## config.mk

```make
export PLATFORM = sky130hd
export DESIGN_NAME = qracc_scheduler
export DESIGN_NICKNAME = d
export VERILOG_FILES = /design/src/rtl/qracc_pkg.sv /design/src/rtl/qracc_word_packer.sv /design/src/rtl/qracc_scheduler.sv
export SDC_FILE = /design/constraint.sdc
export NUM_CORES = 2
export LEC_CHECK = 0
export ABC_AREA = 1
export CAP_MARGIN = 20
export CORE_MARGIN = 2
export CORE_UTILIZATION = 25
export DETAILED_ROUTE_END_ITERATION = 10
export PLACE_DENSITY = 0.48
export SYNTH_ARGS = -nofsm -noshare
export SYNTH_HDL_FRONTEND = slang
export SYNTH_SLANG_ARGS = --single-unit
```

## constraint.sdc

```tcl
create_clock -name clk -period 7 [get_ports clk]
set_clock_uncertainty 0.1 [all_clocks]
set_input_delay 1.4 -clock clk [delete_from_list [all_inputs] [get_ports clk]]
set_output_delay 1.4 -clock clk [all_outputs]
set_load 0.05 [all_outputs]
```

## src/rtl/qracc_pkg.sv

```systemverilog
// Shared types and helpers for the QRAcc layer scheduler.
package qracc_pkg;

  // Default widths used by the CSR-facing configuration record.
  localparam int unsigned ADDR_W = 32;
  localparam int unsigned CNT_W  = 16;

  typedef enum logic [2:0] {
    IDLE     = 3'd0,
    LOAD     = 3'd1,
    MAC_REQ  = 3'd2,
    MAC_WAIT = 3'd3,
    STORE    = 3'd4,
    DONE     = 3'd5
  } sched_state_e;

  // Plain-vector state encodings, kept bit-identical to the enum so that
  // legacy state decoders and debug taps keep working.
  localparam logic [2:0] S_IDLE     = IDLE;
  localparam logic [2:0] S_LOAD     = LOAD;
  localparam logic [2:0] S_MAC_REQ  = MAC_REQ;
  localparam logic [2:0] S_MAC_WAIT = MAC_WAIT;
  localparam logic [2:0] S_STORE    = STORE;
  localparam logic [2:0] S_DONE     = DONE;

  // Job configuration as seen from the CSR block.
  typedef struct packed {
    logic [ADDR_W-1:0] in_base;
    logic [ADDR_W-1:0] out_base;
    logic [CNT_W-1:0]  num_vectors;
  } sched_cfg_t;

  // Number of bus words needed to carry a packed vector of total_bits.
  function automatic int unsigned bus_words(input int unsigned total_bits,
                                            input int unsigned bus_bits);
    return total_bits / bus_bits;
  endfunction

endpackage

```

## src/rtl/qracc_word_packer.sv

```systemverilog
// Assembles consecutive buffer words into the wide MAC input vector.
// Word k of a load lands in vec[k*wordBits +: wordBits]; the index counter
// is held at zero while clear is asserted.
module qracc_word_packer #(
  parameter int unsigned wordBits = 32,
  parameter int unsigned numWords = 16,
  parameter int unsigned idxWidth = 5
) (
  input  logic                         clk,
  input  logic                         rst,
  input  logic                         clear,
  input  logic                         capture,
  input  logic [wordBits-1:0]          word,
  output logic [wordBits*numWords-1:0] vec,
  output logic [idxWidth-1:0]          word_idx
);

  // Write the incoming word into its slot and advance the word index.
  always_ff @(posedge clk) begin
    if (rst) begin
      vec      <= '0;
      word_idx <= '0;
    end else if (clear) begin
      word_idx <= '0;
    end else if (capture) begin
      for (int unsigned k = 0; k < numWords; k++) begin
        if (word_idx == idxWidth'(k)) begin
          vec[k*wordBits +: wordBits] <= word;
        end
      end
      word_idx <= word_idx + 1'b1;
    end
  end

endmodule

```

## src/rtl/qracc_scheduler.sv

```systemverilog
// Layer sequencer for the QRAcc core: streams input vectors from the
// activation buffer into seq_acc, captures each result and writes it back,
// repeating for the programmed number of vectors.
module qracc_scheduler
  import qracc_pkg::*;
#(
  parameter int unsigned inputBits      = 4,
  parameter int unsigned inputElements  = 128,
  parameter int unsigned outputBits     = 8,
  parameter int unsigned outputElements = 32,
  parameter int unsigned bufWidth       = 32,
  parameter int unsigned addrWidth      = 32,
  parameter int unsigned countWidth     = 16
) (
  input  logic                                    clk,
  input  logic                                    nrst,
  input  logic                                    start_i,
  input  logic [addrWidth-1:0]                    in_base_addr_i,
  input  logic [addrWidth-1:0]                    out_base_addr_i,
  input  logic [countWidth-1:0]                   num_vectors_i,
  output logic                                    busy_o,
  output logic                                    done_o,
  output logic [countWidth-1:0]                   vec_count_o,
  output logic                                    buf_rd_en_o,
  output logic [addrWidth-1:0]                    buf_rd_addr_o,
  input  logic [bufWidth-1:0]                     buf_rd_data_i,
  output logic                                    buf_wr_en_o,
  output logic [addrWidth-1:0]                    buf_wr_addr_o,
  output logic [bufWidth-1:0]                     buf_wr_data_o,
  output logic [inputElements*inputBits-1:0]      mac_data_o,
  output logic                                    mac_valid_o,
  input  logic                                    mac_ready_i,
  input  logic                                    mac_result_valid_i,
  input  logic [outputElements*outputBits-1:0]    mac_result_i
);

  localparam int unsigned VEC_W     = inputElements * inputBits;
  localparam int unsigned RES_W     = outputElements * outputBits;
  localparam int unsigned IN_WORDS  = bus_words(VEC_W, bufWidth);
  localparam int unsigned OUT_WORDS = bus_words(RES_W, bufWidth);
  localparam int unsigned ADDR_STEP = bufWidth / 8;
  localparam int unsigned LCW       = $clog2(IN_WORDS + 1);
  localparam int unsigned SCW       = $clog2(OUT_WORDS + 1);

  localparam logic [addrWidth-1:0] STEP       = addrWidth'(ADDR_STEP);
  localparam logic [addrWidth-1:0] IN_STRIDE  = addrWidth'(IN_WORDS * ADDR_STEP);
  localparam logic [addrWidth-1:0] OUT_STRIDE = addrWidth'(OUT_WORDS * ADDR_STEP);

  if ((VEC_W % bufWidth) != 0) begin : g_in_width_chk
    $error("qracc_scheduler: input vector width is not a multiple of bufWidth");
  end
  if ((RES_W % bufWidth) != 0) begin : g_out_width_chk
    $error("qracc_scheduler: result width is not a multiple of bufWidth");
  end

  logic [2:0]            state;
  logic [addrWidth-1:0]  in_ptr;
  logic [addrWidth-1:0]  out_ptr;
  logic [countWidth-1:0] num_vec;
  logic [countWidth-1:0] vec_count;
  logic [countWidth-1:0] count_next;
  logic [LCW-1:0]        load_cnt;
  logic [SCW-1:0]        store_cnt;
  logic                  cap_pending;
  logic [RES_W-1:0]      result_q;
  logic [LCW-1:0]        word_idx;
  logic                  rd_issue;
  logic                  wr_issue;
  logic                  last_capture;
  logic [bufWidth-1:0]   wr_word;

  // Reads go out on the first IN_WORDS cycles of LOAD; the extra cycle
  // only collects the trailing data word.
  assign rd_issue     = (state == S_LOAD) && (load_cnt < LCW'(IN_WORDS));
  assign wr_issue     = (state == S_STORE);
  assign last_capture = cap_pending && (word_idx == LCW'(IN_WORDS - 1));
  assign count_next   = vec_count + 1'b1;

  qracc_word_packer #(
    .wordBits (bufWidth),
    .numWords (IN_WORDS),
    .idxWidth (LCW)
  ) u_packer (
    .clk      (clk),
    .rst      (nrst),
    .clear    (state != S_LOAD),
    .capture  (cap_pending),
    .word     (buf_rd_data_i),
    .vec      (mac_data_o),
    .word_idx (word_idx)
  );

  // Sequencer state, job pointers, per-phase counters and result capture.
  always_ff @(posedge clk) begin
    if (nrst) begin
      state       <= S_IDLE;
      in_ptr      <= '0;
      out_ptr     <= '0;
      num_vec     <= '0;
      vec_count   <= '0;
      load_cnt    <= '0;
      store_cnt   <= '0;
      cap_pending <= 1'b0;
      result_q    <= '0;
    end else begin
      cap_pending <= rd_issue;
      case (state)
        S_IDLE: begin
          if (start_i) begin
            in_ptr    <= in_base_addr_i;
            out_ptr   <= out_base_addr_i;
            num_vec   <= num_vectors_i;
            vec_count <= '0;
            load_cnt  <= '0;
            store_cnt <= '0;
            state     <= (num_vectors_i == '0) ? S_DONE : S_LOAD;
          end
        end
        S_LOAD: begin
          if (rd_issue) begin
            load_cnt <= load_cnt + 1'b1;
          end
          if (last_capture) begin
            load_cnt <= '0;
            state    <= S_MAC_REQ;
          end
        end
        S_MAC_REQ: begin
          if (mac_ready_i) begin
            state <= S_MAC_WAIT;
          end
        end
        S_MAC_WAIT: begin
          if (mac_result_valid_i) begin
            result_q  <= mac_result_i;
            store_cnt <= '0;
            state     <= S_STORE;
          end
        end
        S_STORE: begin
          if (store_cnt == SCW'(OUT_WORDS - 1)) begin
            store_cnt <= '0;
            vec_count <= count_next;
            in_ptr    <= in_ptr + IN_STRIDE;
            out_ptr   <= out_ptr + OUT_STRIDE;
            state     <= (count_next == num_vec) ? S_DONE : S_LOAD;
          end else begin
            store_cnt <= store_cnt + 1'b1;
          end
        end
        S_DONE: begin
          state <= S_IDLE;
        end
        default: begin
          state <= S_IDLE;
        end
      endcase
    end
  end

  // Select the result word for the current store beat.
  always_comb begin
    wr_word = '0;
    for (int unsigned k = 0; k < OUT_WORDS; k++) begin
      if (store_cnt == SCW'(k)) begin
        wr_word = result_q[k*bufWidth +: bufWidth];
      end
    end
  end

  // Strobes are masked by reset combinationally so that the cycle in which
  // reset is sampled never issues a buffer access.
  assign buf_rd_en_o   = rd_issue && !nrst;
  assign buf_rd_addr_o = buf_rd_en_o ? (in_ptr + addrWidth'(load_cnt) * STEP) : '0;
  assign buf_wr_en_o   = wr_issue && !nrst;
  assign buf_wr_addr_o = buf_wr_en_o ? (out_ptr + addrWidth'(store_cnt) * STEP) : '0;
  assign buf_wr_data_o = buf_wr_en_o ? wr_word : '0;

  assign mac_valid_o = (state == S_MAC_REQ);
  assign busy_o      = (state != S_IDLE);
  assign done_o      = (state == S_DONE);
  assign vec_count_o = vec_count;

endmodule

```

Yosys cells after proc, flatten, opt, wreduce, memory -nomap -nowiden:

Index checks and enable logic that the tools add are counted.

* output and inout bits: 629
* logic and storage cells: 143
* input port bits: 373
* register bits: 882

* bitwise logic cells: 1
* $lt $le $gt $ge: 1
* reductions and logical operators: 36
* $add $sub $neg: 8
* multiplexer cells: 36
* eq/ne operators: 35

Operators with widths (number)
* $mux W32: 15
* $pmux W32 S2: 2
* $reduce_and A3 Y1: 19
* $eq A5 B4 Y1 const B: 8
* $add A32 B6 Y32: 1
* $add A32 B6 Y32 const B: 1
* $add A32 B7 Y32: 1
* $add A32 B7 Y32 const B: 1
* $mux W16: 2
* $pmux W16 S2: 1
* $mux W3: 7
* $eq A5 B3 Y1 const B: 4
* $add A16 B1 Y16 const B: 1
* $eq A16 B16 Y1: 1
* $eq A4 B3 Y1 const B: 4
* $logic_not A16 Y1: 1
* $mux W5: 3
* $pmux W3 S5: 1
* $mux W4: 3
* $pmux W4 S3: 1
* $add A5 B1 Y5 const B: 2
* $eq A5 B2 Y1 const B: 2
* $pmux W5 S2: 1
* $eq A4 B2 Y1 const B: 2
* 22 further kinds: 33

Longest topological paths before layout:

* depth in word-level cells: 10
* mapped depth: 15
* mapped depth without buffers: 15

Cells and area by module:

A second synthesis with hierarchy kept.

* cell total of the unflattened synthesis: 5604
* area total of the unflattened synthesis: 38511.9 µm²

By module, submodules not included
* qracc_word_packer: area an instance 19722.7 µm², times used 1, cells an instance 2852, sequential area each 10349.9 µm²
* qracc_scheduler: area an instance 18789.3 µm², times used 1, cells an instance 2752, sequential area each 7307.0 µm²

Worst setup path after synthesis:

No wires, ideal clock.

* kind: input to output
* start: input port nrst
* end: output port buf_wr_addr_o[4]
* setup slack: 2231 ps
* arrival: 3269 ps
* stages: 5
* buffers on the path: 2
* data required time: 5500 ps
* cells stage by stage: clkbuf_1 > nor2_1 > clkinv_1 > clkbuf_1 > nor3_1

* word-level cells in the longest chain between the ends: 3

RTL lines
* start, declared: line qracc_scheduler.sv:16 `input logic nrst,`
* $logic_not A1 Y1: line qracc_scheduler.sv:175 `assign buf_wr_en_o = wr_issue && !nrst;`
* $logic_and A1 B1 Y1: line qracc_scheduler.sv:175
* $mux W32: line qracc_scheduler.sv:176 `assign buf_wr_addr_o = buf_wr_en_o ? (out_ptr + addrWidth'(store_cnt) * STEP) : '0;`
* end, declared: line qracc_scheduler.sv:28 `output logic [addrWidth-1:0] buf_wr_addr_o,`

No other way between the ends.

Worst setup path after layout:

* start: register store_cnt[1]
* end: output port buf_wr_data_o[3]

* word-level cells in the longest chain between the ends: 10
* elaborated cells on any way between the ends: 17
* those cells by class: 7 x eq/ne; 9 x mux; 1 x reduce/logical

RTL lines
* start, declared: line qracc_scheduler.sv:63 `logic [SCW-1:0] store_cnt;`
* start signal, assigned: line qracc_scheduler.sv:148 `store_cnt <= store_cnt + 1'b1;`
* $logic_not A4 Y1: line qracc_scheduler.sv:165 `if (store_cnt == SCW'(k)) begin`
* $mux W32 (7 in series): line qracc_scheduler.sv:165
* $mux W32 (*): line qracc_scheduler.sv:165
* $mux W32 (*): line qracc_scheduler.sv:177 `assign buf_wr_data_o = buf_wr_en_o ? wr_word : '0;`
* end, declared: line qracc_scheduler.sv:29 `output logic [bufWidth-1:0] buf_wr_data_o,`

Every way passes the cells marked *; elsewhere a longest branch is shown, timed or not.

==> flow_summary.toml <==
[min_path]
hp-start = "u_packer.vec[131]$_SDFFE_PP0P_"
hold_end = "u_packer.vec[131]$_SDFFE_PP0P_"
min-delay-path-class = "register to register"
hold_depth = 2

[drt]
vias_per_cell = 4.82
firstDrtPassIters = 5
drt_wl_total_um = 205000
vias = 38107
wl_per_cell_um = 25.9
antenna_left = 0
dr.first_iter.drc_count = 3083
route.detailed.drc = 0

[sta]
fin_crit_ps = 6240
tightest_slew_ps = 1090
period_share_pct = 89.1
whs_ps = 341
slew_headroom_pct = 27.0
setup-tns-final_ps = 0
clock.fmax_ghz = 0.160
hold_viol = 0
setup_viol = 0
finalMaxSlewViolations = 0
rsz0062_at_grt = "no"

[layout]
final_layout_size_suffix_gt1_share_pct = 5.19
final_area_um2 = 52200
final-instance-count-excl-fill = 7912
syn_to_final_growth_pct = 42.8
utilization_pct = 35.9
finalNetCount = 6259

[global_route]
grt_use_met2_pct = 42.9
grt_max_degree = 159
grt_usage_pct = 26.4
grt_use_met1_pct = 33.1
antenna_found_initial = 115
grt_first_pass_wirelength_um = 284000
grt_busiest_layer = "met2"
gr-usage-met3_pct = 7.03
grt_pass1_vias = 35609
grt_overflow = 0

[clock_tree]
cts-resized-gates = 0
post_cts_buffers = 0
h-tree-depth = 3
insertion_delay_ps = 740
ctsHoldBuffers = 0
cts_root_buffer = "clkbuf_16"
clock-sinks = 882
cts.clk_slew.worst_paths_ps = 60
ctsLongestPathBuffers = 3
cts_buffers = 105
cts_tree = "done"

[setup_path]
startpoint_type = "register"
worst_path_most_repeated_cell = "inv_1"
r2r_end = "in_ptr[17]$_SDFFE_PP0P_"
path_cells = "inv_1, ha_1, inv_1, buf_4, nor2_4, buf_4, inv_1, buf_16, o2111ai_1, a21oi_1, nor2_1, clkdlybuf4s50_1"
path_max_fanout = 33
cp.required_ps = 5500
rr_worst_depth = 11
crit_arrival_ps = 4740
critPathCaptureType = "primary output"
ff2ff_setup_slack_ps = 2590
slowest_delay_ps = 710
path_class = "register to primary output"
critical_path_buf_inv_count = 7
cp_top_family = "buffers and inverters"
r2r_start = "store_cnt[3]$_SDFFE_PP0P_"
crit_slowest_cell = "clkdlybuf4s50_1"

[floorplanning]
dieArea_um2 = 149000
top_level_ports = 1002
initial_core_util_pct = 25.2
die_y_um = 387
num_rows = 140
coreArea_um2 = 145000
die_w_um = 387

[placed_design]
dpl_cell_area_um2 = 48300
place.gp.congestion = 0.919
place_inst = 7671
io_buffers = 1001
hpwl_um = 151000

[logic_synthesis]
yosysWarnings = 0
synth_edf_count = 0
synth_area_per_cell_um2 = 7.25
synth-simple-area-share_pct = 17.8
netlist_top_cells_area = "dfxtp_1 48%, o21ai_0 12%, nor2_1 11%"
synthMuxAreaShare_pct = 0
synthAdderAreaFrac_pct = 0.862
synth-main-ff-cell = "dfxtp_1"
yosysTopAreaCell = "dfxtp_1"
synth_top_family_by_area = "compound AO/OA/AOI/OAI gates"
synth-xor-area-share_pct = 1.42
synth_compound_area_share_pct = 22.9
syn-num-nets = 5442
synth_cells = 5045
synth_seq_cells = 882
ys_seq_area_share_pct = 48.3
synth_top_area_share_pct = 48.3
synthArstFlopShare_pct = 0
syn_area_um2 = 36600
synth.distinct_cells = 45

[flow_run]
maxCapViolCount = 0

[power_and_ir_drop]
p_leak_nw = 19.3
p_per_area_nw_per_um2 = 258
ir_worst_vdd_mv = 0.182

[outcome]
status = "finished, final reports clean"
==> report_power, final <==
group	leakage (nW)	total [W]	internal, W	switching [W]
clock	1.85	0.00600	0.00357	0.00243
combinational	10.3	0.00187	0.000616	0.00125
sequential	7.12	0.00559	0.00530	0.000288
==> logic make-up after synthesis <==
logic type                 count (synthesis)
AOI/OAI and AO/OA                       1598
xor gates and xnor gates                  56
adders and majority gates                 24
buffers and inverters                    845
DFF                                      882
and+or+nand+nor                         1640
==> cells in the mapped netlist, types with 39 or more instances <==
library cell	count
o21ai_1	56
a21oi_1	494
dfxtp_1	882
o21ai_0	906
nor2_1	1115
inv_1	460
nand2_1	320
nand3_1	112
clkbuf_1	326
xor2_1	42
o211ai_1	64
nor3_1	39
==> metrics by stage <==
stage          setup slack (ps)  total power, W
2_1_floorplan              2230         0.00662
3_3_place_gp               1160         0.00754
3_5_place_dp               1140         0.00754
4_1_cts                     678          0.0136
5_1_grt                     490          0.0140
6_report                    765          0.0135
==> flip-flops by register name, summed over array words and instances, names as in the netlist <==
signal	count
out_ptr	32
u_packer.vec	512
load_cnt	5
state	3
result_q	256
num_vec	16
cap_pending	1
in_ptr	32
u_packer.word_idx	5
store_cnt	4
vec_count_o	16
==> cell usage in the layout, fill, tap and decap left out, types with 56 or more instances in the layout <==
cell type / n
nor2_1: 1108
clkdlybuf4s50_1: 997
o21ai_0: 906
dfxtp_1: 882
a21oi_1: 494
inv_1: 455
nand2_1: 320
nand3_1: 106
clkbuf_16: 105
buf_4: 68
o211ai_1: 64
o21ai_1: 56
==> cell type report <==
type	count	area (um^2)
clock buffer	153	3100
timing repair buffer	1076	10700
sequential	882	17700
clock inverter	45	699
tap	1917	2400
antenna	42	105
fill	15294	93200
multi-input combinational	3318	15800
inverter	479	1810
==> worst register-to-register path, delay by kind of cell (launching register included) <==
family	cells	cell delay, ps
compound gates	2	270
simple gates	4	980
flops	1	370
buf+inv	5	2520
==> per-layer routing <==
layer / vias to the layer above / part of all wire [%] / wire length [um]
li1: 18184 / - / -
met1: 18086 / 42 / 86100
met2: 1420 / 46 / 94900
met3: 377 / 7.5 / 15400
met4: 40 / 3.9 / 8090
met5: - / 0.12 / 253
==> worst max-delay path by stage <==
stage,from,to,slack [ps],depth (start not counted)
3_3_place_gp,store_cnt[1]$_SDFFE_PP0P_,buf_wr_data_o[3],1160,11
6_report,store_cnt[1]$_SDFFE_PP0P_,buf_wr_data_o[3],760,12
2_1_floorplan,nrst,buf_wr_addr_o[4],2230,5
3_5_place_dp,nrst,buf_rd_addr_o[26],1140,7
5_1_grt,store_cnt[1]$_SDFFE_PP0P_,buf_wr_data_o[3],490,12
4_1_cts,store_cnt[1]$_SDFFE_PP0P_,buf_wr_data_o[3],680,12
Note: power is estimated with default switching activity, not from simulation.
